## src/rtl/nand_arb_pkg.sv

```systemverilog
// Shared types for the NAND-unit arbiter: FSM states and operation modes.
package nand_arb_pkg;

    typedef enum logic [1:0] {
        IDLE = 2'd0,
        EXEC = 2'd1,
        RESP = 2'd2
    } arb_state_t;

    localparam logic MODE_NAND = 1'b0;
    localparam logic MODE_NOT  = 1'b1;

endpackage

```

## src/rtl/nand_unit_rr_pick.sv

```systemverilog
// Combinational round-robin picker: first requester at or after rr_ptr.
module nand_unit_rr_pick #(
    parameter  int N_REQ = 4,
    localparam int IDW   = $clog2(N_REQ)
) (
    input  logic [N_REQ-1:0] req,
    input  logic [IDW-1:0]   rr_ptr,
    output logic [IDW-1:0]   winner,
    output logic             any
);

    // Scan from the farthest offset back so the nearest hit wins.
    always_comb begin
        winner = '0;
        any    = 1'b0;
        for (int k = N_REQ - 1; k >= 0; k--) begin
            if (req[(int'(rr_ptr) + k) % N_REQ]) begin
                winner = IDW'((int'(rr_ptr) + k) % N_REQ);
                any    = 1'b1;
            end
        end
    end

endmodule

```

## src/rtl/nand_unit_arbiter.sv

```systemverilog
// Round-robin arbiter sharing one W-bit NAND unit among N_REQ requesters.
import nand_arb_pkg::*;

module nand_unit_arbiter #(
    parameter  int N_REQ = 4,
    parameter  int W     = 8,
    localparam int IDW   = $clog2(N_REQ)
) (
    input  logic               clk,
    input  logic               rst_n,
    input  logic [N_REQ-1:0]   req,
    input  logic [N_REQ*W-1:0] op_a,
    input  logic [N_REQ*W-1:0] op_b,
    input  logic [N_REQ-1:0]   mode,
    output logic [N_REQ-1:0]   gnt,
    output logic [W-1:0]       result,
    output logic [IDW-1:0]     result_id,
    output logic               result_valid,
    output logic               busy
);

    arb_state_t       state_q, state_d;
    logic [IDW-1:0]   rr_ptr_q, rr_ptr_d;
    logic [IDW-1:0]   id_q, id_d;
    logic [W-1:0]     a_q, a_d;
    logic [W-1:0]     b_q, b_d;
    logic             mode_q, mode_d;
    logic [N_REQ-1:0] gnt_q, gnt_d;
    logic [W-1:0]     result_q, result_d;
    logic [IDW-1:0]   result_id_q, result_id_d;
    logic             result_valid_q, result_valid_d;
    logic             busy_q, busy_d;

    logic [IDW-1:0]   winner;
    logic             any;

    nand_unit_rr_pick #(
        .N_REQ (N_REQ)
    ) u_pick (
        .req    (req),
        .rr_ptr (rr_ptr_q),
        .winner (winner),
        .any    (any)
    );

    // NOT mode feeds A to both gate inputs.
    logic [W-1:0] nand_b;
    logic [W-1:0] nand_y;

    assign nand_b = (mode_q == MODE_NOT) ? a_q : b_q;

    for (genvar g = 0; g < W; g++) begin : g_nand
        nand u_nand (nand_y[g], a_q[g], nand_b[g]);
    end

    always_comb begin
        state_d        = state_q;
        rr_ptr_d       = rr_ptr_q;
        id_d           = id_q;
        a_d            = a_q;
        b_d            = b_q;
        mode_d         = mode_q;
        gnt_d          = '0;
        result_d       = result_q;
        result_id_d    = result_id_q;
        result_valid_d = 1'b0;
        unique case (state_q)
            IDLE: begin
                if (any) begin
                    a_d     = op_a[int'(winner)*W +: W];
                    b_d     = op_b[int'(winner)*W +: W];
                    mode_d  = mode[winner];
                    id_d    = winner;
                    gnt_d   = N_REQ'(1) << winner;
                    state_d = EXEC;
                end
            end
            EXEC: begin
                result_d       = nand_y;
                result_id_d    = id_q;
                result_valid_d = 1'b1;
                state_d        = RESP;
            end
            RESP: begin
                rr_ptr_d = (id_q == IDW'(N_REQ - 1)) ? '0 : id_q + IDW'(1);
                state_d  = IDLE;
            end
            default: state_d = IDLE;
        endcase
        busy_d = (state_d != IDLE);
    end

    always_ff @(posedge clk or negedge rst_n) begin
        if (!rst_n) begin
            state_q        <= IDLE;
            rr_ptr_q       <= '0;
            id_q           <= '0;
            a_q            <= '0;
            b_q            <= '0;
            mode_q         <= MODE_NAND;
            gnt_q          <= '0;
            result_q       <= '0;
            result_id_q    <= '0;
            result_valid_q <= 1'b0;
            busy_q         <= 1'b0;
        end else begin
            state_q        <= state_d;
            rr_ptr_q       <= rr_ptr_d;
            id_q           <= id_d;
            a_q            <= a_d;
            b_q            <= b_d;
            mode_q         <= mode_d;
            gnt_q          <= gnt_d;
            result_q       <= result_d;
            result_id_q    <= result_id_d;
            result_valid_q <= result_valid_d;
            busy_q         <= busy_d;
        end
    end

    assign gnt          = gnt_q;
    assign result       = result_q;
    assign result_id    = result_id_q;
    assign result_valid = result_valid_q;
    assign busy         = busy_q;

endmodule

```

## config.mk

```make
export PLATFORM = sky130hd
export DESIGN_NAME = nand_unit_arbiter
export DESIGN_NICKNAME = d
export VERILOG_FILES = /design/src/rtl/nand_arb_pkg.sv /design/src/rtl/nand_unit_rr_pick.sv /design/src/rtl/nand_unit_arbiter.sv
export SDC_FILE = /design/constraint.sdc
export NUM_CORES = 1
export LEC_CHECK = 0
export CELL_PAD_IN_SITES_DETAIL_PLACEMENT = 0
export CELL_PAD_IN_SITES_GLOBAL_PLACEMENT = 1
export CORE_MARGIN = 2
export CORE_UTILIZATION = 31
export CTS_CLUSTER_SIZE = 8
export DETAILED_ROUTE_END_ITERATION = 10
export PLACE_DENSITY_LB_ADDON = 0.12
export SLEW_MARGIN = 5
export SYNTH_ARGS = -nofsm -noshare
export SYNTH_HDL_FRONTEND = slang
export SYNTH_SLANG_ARGS = --single-unit
```

## constraint.sdc

```tcl
create_clock -name clk -period 1.9 [get_ports clk]
set_input_delay 0.38 -clock clk [delete_from_list [all_inputs] [get_ports clk]]
set_output_delay 0.38 -clock clk [all_outputs]
set_load 0.1 [all_outputs]
```

==> impl_metrics.py <==
metrics = {
    "floorplan": {
        "floorplan.rows": 28,
        "die-width_um": 83.40,
        "ios": 90,
        "die_h_um": 83.40,
        "full_die_area_sq_um": 6956,
        "start_util_pct": 32.62,
        "core_area_sq_um": 5991,
    },
    "timing": {
        "finalHoldViolCount": 0,
        "tightestPinTransition_ps": 485.1,
        "achievable-frequency_mhz": 557.2,
        "rsz0062_at_grt": "no",
        "final.period_utilization_pct": 94.45,
        "report.final.setup_viol": 0,
        "timing_max_transition_violations_final": 0,
        "timing.setup.tns_ps": 0,
        "hold_ws_ps": 126.8,
        "clock-skew-final_ps": 6.720,
        "final.min_clock_period_ps": 1795,
        "finalWorstSetupSlack_ps": 105.5,
        "max_slew_margin_pct": 67.66,
    },
    "clock_tree": {
        "cts_hold_buf": 0,
        "clock-sinks": 38,
        "cts-buffers-inserted": 5,
        "cts_root_buffer": "sky130_fd_sc_hd__clkbuf_8",
        "insertion_delay_ps": 290,
        "tritoncts": "built",
        "htree_num_levels": 2,
        "clkTransAtPathRegs_ps": 80,
        "clk_path_buf_depth": 2,
    },
    "detailed_routing": {
        "routedWlPerCell_um": 15.22,
        "total_via_count_after_detailed_routing": 1653,
        "post_drt_via_cell_ratio": 4.791,
        "final_antenna_net_count": 0,
        "drcViolationCount": 0,
        "first_pass_iters": 4,
        "totalWireLength_um": 5250,
        "drt_iter0_drc": 31,
    },
    "finish": {
        "syn_to_final_growth_pct": 62.87,
        "layout-drive-gt1-share_pct": 19.26,
        "fillCellCount": 534,
        "antenna-diode-count": 0,
        "layout.nets": 344,
        "final_util_pct": 53.13,
    },
    "placed_design": {
        "post-dp-hpwl_um": 3861,
        "dp_worst_setup_slack_ps": -292.1,
        "portBuffers": 89,
        "rd_place_congestion": 0.7939,
    },
    "grt": {
        "top_usage_layer": "met2",
        "globalRouteMet1Util_pct": 19.35,
        "grt.met3_usage_pct": 4.076,
        "global_route_wire_length_before_repair_um": 8480,
        "initial_antenna_violation_count": 0,
        "vias_in_the_first_global_route": 1753,
        "grt_util_met2_pct": 25.66,
        "grt.overflow.total": 0,
        "global_router_s_overall_resource_usage_pct": 15.37,
        "grt_start_max_net_pins": 39,
    },
    "flow_run": {
        "maxCapViolCount": 0,
    },
    "yosys": {
        "synth-adder-area-share_pct": 0.6402,
        "ys_seq_area_share_pct": 48.66,
        "synth_commonest_cells": "sky130_fd_sc_hd__dfrtp_1, sky130_fd_sc_hd__mux2i_1, sky130_fd_sc_hd__nand2_1",
        "post_synth_main_area_contributors": "sky130_fd_sc_hd__dfrtp_1, sky130_fd_sc_hd__mux2i_1, sky130_fd_sc_hd__o221ai_1",
        "yosysWarnings": 0,
        "post-synth-top-area-cell": "sky130_fd_sc_hd__dfrtp_1",
        "dominant_combinational_cell_family_by_area_after_synthesis": "multiplexers",
        "synth.area.mux_share_pct": 24.52,
        "syn-instance-count": 168,
        "synth_xor_xnor_area_share_pct": 0,
        "syn-num-nets": 243,
        "share_of_the_synthesized_area_in_compound_gates_ao_oa_aoi_oai_pct": 13.57,
        "yosys.area.top_type_share_pct": 48.66,
        "ys_types": 32,
        "syn-mean-instance-area_sq_um": 11.63,
        "synth_simple_gate_area_share_pct": 7.746,
        "post-synth-top-count-cell": "sky130_fd_sc_hd__dfrtp_1",
        "ys_seq_elements": 38,
        "synth_enable_flop_cells": 0,
        "postSynth.asyncResetShare_pct": 100.0,
        "syn_area_sq_um": 1954,
        "yosys_most_used_dff": "sky130_fd_sc_hd__dfrtp_1",
    },
    "power": {
        "powerDensity_nw_per_um2": 1612,
        "share_comb_of_total_power_pct": 60.7,
        "power.net_switching_mw": 2.404,
        "static-leakage-power_nw": 1.432,
        "share_seq_of_total_power_pct": 27.9,
        "worst_ir_drop_vdd_v": 0.0009216,
        "netSwitchingFraction_pct": 46.85,
        "post-layout-total-power_mw": 5.131,
        "clock_power_share_pct": 11.3,
        "cellInternalPower_mw": 2.727,
    },
    "setup_path": {
        "critical_path.endpoint_type": "flop",
        "r2r_start": "rr_ptr_q[1]",
        "worst_ep_arrival_time_ps": 1960,
        "timing_worst_setup_path_type": "reg2reg",
        "timing.critical_path.fanout_max": 13,
        "timing.critical_path.from": "rr_ptr_q[1]",
        "critPathLaunchType": "flop",
        "timing.critical_path.required_ps": 2060,
    },
    "outcome": {
        "status": "finished clean",
    },
    "hold_path": {
        "type_of_the_tightest_min_delay_check": "in2async",
    },
}
## final timing paths
path / end / slack (ps) / depth (start not counted)
worst min-delay path: gnt[0] / 130 / 2
min in group clk: a_q[2] / 490 / 2
worst max-delay path: b_q[1] / 110 / 6
worst min register to register: a_q[2] / 490 / 2
max in group asynchronous: result_valid / 1410 / 2
worst max register to register: b_q[1] / 110 / 6
## power by group through the flow
stage	registers (mW)	logic (mW)	clock network, mW
floorplan	2.30	1.18	0
global placement	1.45	2.97	0
detailed placement	1.45	2.99	0
CTS	1.44	3.01	0.604
global route	1.49	3.32	0.641
finish	1.43	3.12	0.580
## layout by cell type (no fill, tap or decap), types with 2 or more instances in the layout
cell,Yosys,layout
sky130_fd_sc_hd__mux2_2,2,2
sky130_fd_sc_hd__o21ai_0,8,8
sky130_fd_sc_hd__mux2_1,9,9
sky130_fd_sc_hd__nand2_1,23,23
sky130_fd_sc_hd__clkbuf_8,0,6
sky130_fd_sc_hd__nor2_1,2,2
sky130_fd_sc_hd__o221ai_1,17,16
sky130_fd_sc_hd__dfrtp_1,38,37
sky130_fd_sc_hd__clkdlybuf4s50_1,0,70
sky130_fd_sc_hd__buf_12,1,8
sky130_fd_sc_hd__nor2b_1,4,4
sky130_fd_sc_hd__mux2i_1,34,33
sky130_fd_sc_hd__buf_4,2,21
sky130_fd_sc_hd__inv_1,4,4
sky130_fd_sc_hd__buf_6,1,2
## routing by layer
metal / share of wire, % / wire (um) / vias up
met3: 5.0 / 263 / 7
met1: 44 / 2306 / 783
met4: 1.1 / 57 / 0
met2: 50 / 2623 / 44
li1: - / - / 819
met5: 0 / 0 / -
## critical path, cell delays in order (launching register included)
cell and delay [ps]:
sky130_fd_sc_hd__dfrtp_1 450, sky130_fd_sc_hd__mux2_4 340, sky130_fd_sc_hd__o221ai_4 210, sky130_fd_sc_hd__buf_12 160
sky130_fd_sc_hd__buf_12 150, sky130_fd_sc_hd__mux2i_1 210, sky130_fd_sc_hd__o221ai_1 140
## metrics by stage
step | instances | instance area (sq um)
3_5_place_dp | 335 | 3012
5_1_grt | 345 | 3183
2_1_floorplan | 168 | 1956
3_3_place_gp | 335 | 3012
6_report | 345 | 3183
4_1_cts | 343 | 3110
## area by class of cell
cell class,count,area [sq um],area share (%)
timing repair buffer,105,1092,34.32
sequential,38,952.2,29.91
multi-input combinational,114,930.9,29.25
tap,75,93.84,2.948
clock buffer,6,82.58,2.594
inverter,5,18.77,0.5896
clock inverter,2,12.51,0.3931
## cells by family after synthesis
group	after synthesis
AND/OR/NAND/NOR	34
buffers and inverters	16
flip-flops	38
adder cells (fa/ha/maj)	1
multiplexers	46
AO/OA/AOI/OAI	33
## state kept, by name, indices dropped and copies added (netlist names)
signal and flops:
result_valid 1, state_q 1, b_q 8, mode_q 1, id_q 2, result_id 2, gnt 4, result 8
a_q 8, rr_ptr_q 2, busy 1
## what timing repair did
item | CTS | global route
resized for setup | 2 | 7
pin swaps | 0 | 1
setup endpoints to repair | 1 | 17
setup buffers | 0 | 1
gates cloned | 0 | 1
No activity file was read; power rests on OpenSTA's default activity.
